--- src/rtl/neuron_pkg.sv ---
// Shared types and sizing helpers for the sequential MAC neuron.
package neuron_pkg;

    typedef enum logic [1:0] {
        ACCUM = 2'd0,
        BIAS  = 2'd1,
        ADD   = 2'd2,
        OUT   = 2'd3
    } state_e;

    // Wide enough for n full-scale products plus the shifted bias without wrapping.
    function automatic int unsigned acc_width(input int unsigned width,
                                              input int unsigned n_inputs);
        return 2 * width + $clog2(n_inputs + 1);
    endfunction

    function automatic longint sat_max(input int unsigned width);
        return (longint'(1) <<< (width - 1)) - 1;
    endfunction

    function automatic longint sat_min(input int unsigned width);
        return -(longint'(1) <<< (width - 1));
    endfunction

endpackage

--- src/rtl/neuron_sat.sv ---
// Rescales the accumulator to the output format and saturates it.
// Defining NEURON_MAC_RELU_EN clamps negative results to zero.
module neuron_sat
    import neuron_pkg::*;
#(
    parameter int unsigned WIDTH     = 8,
    parameter int unsigned ACC_W     = 18,
    parameter int unsigned FRAC_BITS = 4
) (
    input  logic signed [ACC_W-1:0] acc,
    output logic signed [WIDTH-1:0] result
);

    localparam logic signed [ACC_W-1:0] SAT_HI = ACC_W'(sat_max(WIDTH));
    localparam logic signed [ACC_W-1:0] SAT_LO = ACC_W'(sat_min(WIDTH));

    logic signed [ACC_W-1:0] shifted;
    logic signed [WIDTH-1:0] sat;

    always_comb begin
        shifted = acc >>> FRAC_BITS;
        if (shifted > SAT_HI) begin
            sat = SAT_HI[WIDTH-1:0];
        end else if (shifted < SAT_LO) begin
            sat = SAT_LO[WIDTH-1:0];
        end else begin
            sat = shifted[WIDTH-1:0];
        end
`ifdef NEURON_MAC_RELU_EN
        result = sat[WIDTH-1] ? '0 : sat;
`else
        result = sat;
`endif
    end

endmodule

--- src/rtl/neuron_mac_seq.sv ---
// Sequential fixed-point neuron: one MAC per accepted sample against an external
// synchronous weight ROM, then bias add and saturation (ReLU via NEURON_MAC_RELU_EN).
module neuron_mac_seq
    import neuron_pkg::*;
#(
    parameter int unsigned DEPTH     = 3,
    parameter int unsigned WIDTH     = 8,
    parameter int unsigned N_INPUTS  = 4,
    parameter int unsigned FRAC_BITS = 4
) (
    input  logic                    clk_i,
    input  logic                    reset_n_i,
    input  logic signed [WIDTH-1:0] data_i,
    input  logic                    valid_i,
    output logic                    ready_o,
    output logic [DEPTH-1:0]        rom_addr_o,
    input  logic signed [WIDTH-1:0] rom_data_i,
    output logic signed [WIDTH-1:0] data_o,
    output logic                    valid_o,
    input  logic                    ready_i
);

    localparam int unsigned      ACC_W     = acc_width(WIDTH, N_INPUTS);
    localparam logic [DEPTH-1:0] LAST_IDX  = DEPTH'(N_INPUTS - 1);
    localparam logic [DEPTH-1:0] BIAS_ADDR = DEPTH'(N_INPUTS);

    state_e                  state;
    logic [DEPTH-1:0]        idx;
    logic [DEPTH-1:0]        rom_addr_q;
    logic signed [WIDTH-1:0] sample;
    logic                    mac_pend;
    logic signed [ACC_W-1:0] acc;
    logic signed [WIDTH-1:0] data_q;
    logic                    valid_q;
    logic                    ready_q;

    logic signed [2*WIDTH-1:0] product;
    logic signed [ACC_W-1:0]   prod_ext;
    logic signed [ACC_W-1:0]   bias_ext;
    logic signed [ACC_W-1:0]   acc_mac;
    logic signed [ACC_W-1:0]   biased;
    logic signed [WIDTH-1:0]   sat_result;
    logic                      accept;

    assign product  = sample * rom_data_i;
    assign prod_ext = {{(ACC_W - 2 * WIDTH){product[2*WIDTH-1]}}, product};
    assign bias_ext = {{(ACC_W - WIDTH){rom_data_i[WIDTH-1]}}, rom_data_i} <<< FRAC_BITS;
    // The ROM word for a sample arrives one cycle after the accept, so the MAC trails by one.
    assign acc_mac  = mac_pend ? acc + prod_ext : acc;
    assign biased   = acc + bias_ext;
    assign accept   = (state == ACCUM) && ready_q && valid_i;

    neuron_sat #(
        .WIDTH     (WIDTH),
        .ACC_W     (ACC_W),
        .FRAC_BITS (FRAC_BITS)
    ) u_sat (
        .acc    (biased),
        .result (sat_result)
    );

    always_ff @(posedge clk_i or negedge reset_n_i) begin
        if (!reset_n_i) begin
            state      <= ACCUM;
            idx        <= '0;
            rom_addr_q <= '0;
            sample     <= '0;
            mac_pend   <= 1'b0;
            acc        <= '0;
            data_q     <= '0;
            valid_q    <= 1'b0;
            ready_q    <= 1'b0;
        end else begin
            acc      <= acc_mac;
            mac_pend <= 1'b0;
            case (state)
                ACCUM: begin
                    ready_q <= 1'b1;
                    if (accept) begin
                        sample   <= data_i;
                        mac_pend <= 1'b1;
                        idx      <= idx + 1'b1;
                        if (idx == LAST_IDX) begin
                            state      <= BIAS;
                            ready_q    <= 1'b0;
                            rom_addr_q <= BIAS_ADDR;
                        end else begin
                            rom_addr_q <= idx + 1'b1;
                        end
                    end
                end
                BIAS: begin
                    state <= ADD;
                end
                ADD: begin
                    data_q  <= sat_result;
                    valid_q <= 1'b1;
                    state   <= OUT;
                end
                OUT: begin
                    if (ready_i) begin
                        valid_q    <= 1'b0;
                        acc        <= '0;
                        idx        <= '0;
                        rom_addr_q <= '0;
                        ready_q    <= 1'b1;
                        state      <= ACCUM;
                    end
                end
                default: begin
                    state <= ACCUM;
                end
            endcase
        end
    end

    assign ready_o    = ready_q;
    assign rom_addr_o = rom_addr_q;
    assign data_o     = data_q;
    assign valid_o    = valid_q;

endmodule

--- config.mk ---
export PLATFORM = sky130hd
export DESIGN_NAME = neuron_mac_seq
export DESIGN_NICKNAME = d
export VERILOG_FILES = /design/src/rtl/neuron_pkg.sv /design/src/rtl/neuron_sat.sv /design/src/rtl/neuron_mac_seq.sv
export SDC_FILE = /design/constraint.sdc
export NUM_CORES = 1
export LEC_CHECK = 0
export ABC_AREA = 1
export CAP_MARGIN = 25
export CORE_ASPECT_RATIO = 0.6
export CORE_UTILIZATION = 55
export CTS_CLUSTER_SIZE = 24
export DETAILED_ROUTE_END_ITERATION = 8
export PLACE_DENSITY = 0.87
export SLEW_MARGIN = 5
export SYNTH_ARGS = -nofsm -noshare
export SYNTH_HDL_FRONTEND = slang
export SYNTH_SLANG_ARGS = --single-unit
--- constraint.sdc ---
create_clock -name clk_i -period 4.52 [get_ports clk_i]
set_input_delay 1.13 -clock clk_i [delete_from_list [all_inputs] [get_ports clk_i]]
set_output_delay 1.13 -clock clk_i [all_outputs]
set_load 0.02 [all_outputs]
==> metrics.yaml <==
sta:
  min_period_over_period_pct: 117
  hold_ws_ps: 504
  hold_viol_final: 0
  setup_tns_ps: -7740
  final_max_slew_viol_count: 0
  grt_setup_unrepaired: "yes"
  fin_skew_ps: 16.5
  tightestPinTransition_ps: 821
  max_freq_mhz: 188
  finalSetupViolCount: 13
  final.min_clock_period_ps: 5310
  max_slew_margin_pct: 45.3
  layout_setup_ws_ps: -785
critical_path:
  critPathLaunchType: "input port"
  r2r_cells: 19
  crit_type: "in -> reg"
  crit_top_cell: "fa_1"
  rrSetupSlack_ps: -340
  cp.required_ps: 4720
  r2r-end: "acc[14]$_DFF_PN0_"
  cp_max_fo: 3
  crit_chain: "buf_8, clkinv_8, or2_4, fa_1, fa_1, inv_2, fa_1, fa_1, fa_2, ha_4, a21oi_4, nand2_2, nand2_2, nand3_4, nand2_4, nand2_4, buf_4, xnor2_2, nand2_1, o211ai_1, inv_1"
  endpoint_kind: "flop"
  crit_slowest_cell: "fa_2"
  r2r-start: "sample[4]$_DFFE_PN0P_"
  critPathArrivalTime_ps: 5500
  worst-path-buf-inv: 5
  cp_top_family: "adder cells"
  cpPeakStageDelay_ps: 600
synthesis:
  synth_ff_type: "dfrtp_1"
  synth_nets: 974
  syn_avg_cell_area_um2: 7.83
  syn_inst: 806
  syn_area_um2: 6310
  ys_seq_area_share_pct: 17.8
  synth.distinct_cells: 31
  synth_edf_count: 0
  async_flop_share_pct: 100
  synth-seq-cells: 45
  ys_warn_count: 0
clock_network:
  numCtsBuffers: 5
  insertion_delay_ps: 300
  clock_path_buffers: 2
  clk_pin_slew_ps: 80
  cts_tree: "done"
  root_buffer: "clkbuf_16"
  cts-htree-levels: 2
  cts_num_sinks: 45
hold_path:
  hold_path_end: "data_o[7]$_DFFE_PN0P_"
  hold-path-cell-count: 2
  min_from: "data_o[7]$_DFFE_PN0P_"
  min_path_type: "reg -> reg"
layout:
  nets: 1071
  antenna_cells: 0
  drive_above_1_share_pct: 23.0
  syn_to_final_growth_pct: 28.2
drt:
  drt_iter0_markers: 538
  wirelength_um: 19200
  firstDrtPassIters: 7
  ant_nets: 0
  routed_via_density: 5.58
  dr_total_vias: 5816
  drc_errors: 0
  routedWlPerCell_um: 18.4
floorplanning:
  rows: 29
  core_area_um2: 10800
  die_w_um: 140
  io_pins: 33
  start_util_pct: 58.2
  fp.dieArea_um2: 11900
  die_h_um: 85.0
global_routing:
  grt_max_degree: 46
  grt-ovfl-total: 0
  grt_pass1_wl_um: 29300
  track_usage_pct: 32.2
  antenna_found_initial: 0
  first_global_vias: 5857
status:
  status: "finished, violations left"
  violations: "negative setup slack"
place:
  dpl_worst_slack_ps: -1600
  place_congestion: 0.902
  port_buffers: 32
  place_hpwl_um: 14500
run:
  maxCapViolCount: 0
[cell usage after synthesis, types with 2 or more instances]
cell | count | area, um^2
nor2_2 | 3 | 18.8
dfrtp_1 | 45 | 1130
inv_1 | 188 | 706
a21oi_1 | 41 | 205
xor2_1 | 9 | 78.8
nand4_1 | 7 | 43.8
o211ai_1 | 8 | 60.1
nand3_2 | 4 | 40.0
fa_1 | 85 | 1700
ha_1 | 63 | 788
a21oi_2 | 3 | 26.3
nor3_1 | 5 | 25.0
o22ai_1 | 3 | 18.8
o21bai_1 | 2 | 15.0
clkbuf_1 | 21 | 78.8
or2_2 | 3 | 18.8
o21ai_0 | 22 | 110
nor2_1 | 34 | 128
nand3_1 | 35 | 175
nand2_1 | 201 | 754
xnor2_1 | 12 | 105
nand2_2 | 3 | 18.8
[flip-flops by register name (all words and copies together), names as in the netlist]
| name | count |
|---|---|
| state | 2 |
| data_o | 8 |
| idx | 3 |
| rom_addr_o | 2 |
| mac_pend | 1 |
| ready_o | 1 |
| sample | 8 |
| valid_o | 1 |
| acc | 19 |
[stage by stage]
stage               utilization [%]  cells  instance area (um^2)
floorplan                         -    806                  6700
detailed placement             70.0   1021                  7590
global placement               70.0   1021                  7590
CTS                            72.5   1034                  7870
finish                         74.6   1043                  8090
global route                   74.6   1043                  8090
[cell usage in the layout (no fill, tap or decap), types with 3 or more instances in the layout]
| cell | instances |
|---|---|
| fa_1 | 76 |
| buf_2 | 3 |
| ha_4 | 19 |
| o21ai_0 | 17 |
| inv_2 | 13 |
| a21oi_1 | 28 |
| nand3_2 | 11 |
| xor2_1 | 9 |
| clkdlybuf4s50_1 | 23 |
| nor2_1 | 32 |
| nand2_4 | 8 |
| buf_4 | 65 |
| nand4_1 | 7 |
| a21oi_2 | 12 |
| clkinvlp_4 | 3 |
| clkbuf_16 | 5 |
| o21ai_1 | 3 |
| fa_2 | 9 |
| ha_1 | 43 |
| nand3_1 | 27 |
| nand2_2 | 16 |
| nor3_1 | 4 |
| xnor2_1 | 10 |
| dfrtp_1 | 45 |
| a21oi_4 | 5 |
| buf_12 | 5 |
| nor2_2 | 4 |
| buf_6 | 12 |
| o211ai_1 | 8 |
| nand2_1 | 181 |
| inv_1 | 174 |
| o22ai_1 | 3 |
[worst max-delay path by stage]
stage | start | to | slack (ps) | cells after the start
2_1_floorplan | rom_data_i[1] | acc[16]$_DFF_PN0_ | -570 | 19
3_3_place_gp | rom_data_i[7] | acc[16]$_DFF_PN0_ | -1380 | 22
6_report | rom_data_i[7] | acc[14]$_DFF_PN0_ | -790 | 21
3_5_place_dp | rom_data_i[7] | acc[16]$_DFF_PN0_ | -1600 | 22
5_1_grt | rom_data_i[5] | acc[16]$_DFF_PN0_ | -890 | 24
4_1_cts | rom_data_i[7] | acc[16]$_DFF_PN0_ | -730 | 22
[area by class of cell]
type / instances / area (um^2)
Clock inverter: 3 / 21.3
Sequential cell: 45 / 1130
Multi-Input combinational cell: 548 / 4900
Tap cell: 139 / 174
Timing Repair Buffer: 113 / 1020
Fill cell: 696 / 2760
Inverter: 190 / 733
Clock buffer: 5 / 125
[worst min-delay path: cells and delay by family, from the launching register on]
kind	cells	cell delay [ps]
simple gates	1	50
compound gates	1	60
flops	1	350
[layer usage]
layer,vias to the layer above,GRT usage (%),share of wire (%)
li1,2624,-,-
met1,2810,45.2,42
met2,324,50.8,45
met3,58,8.92,11
met4,0,5.09,2.1
met5,-,0,0
[cell families after synthesis]
| kind of cell | count (synthesis) | share of synthesized area [%] |
|---|---|---|
| AO/OA/AOI/OAI | 82 | 7.40 |
| flip-flops | 45 | 17.8 |
| XOR/XNOR | 21 | 2.91 |
| buffers and inverters | 213 | 12.7 |
| AND/OR/NAND/NOR | 297 | 19.6 |
| adder cells (fa/ha/maj) | 148 | 39.5 |
[repair_timing]
item	in CTS	in global routing
setup endpoints to repair	15	14
pin swaps	26	36
cloned	0	0
hold buffers	0	0
endpoints found under the hold margin	0	0
setup buffers	5	10
gates resized for setup	59	51
Power is left out: the tool's default activity adds up to more than one toggle a clock period on the data nets, which glitch-free logic cannot reach.
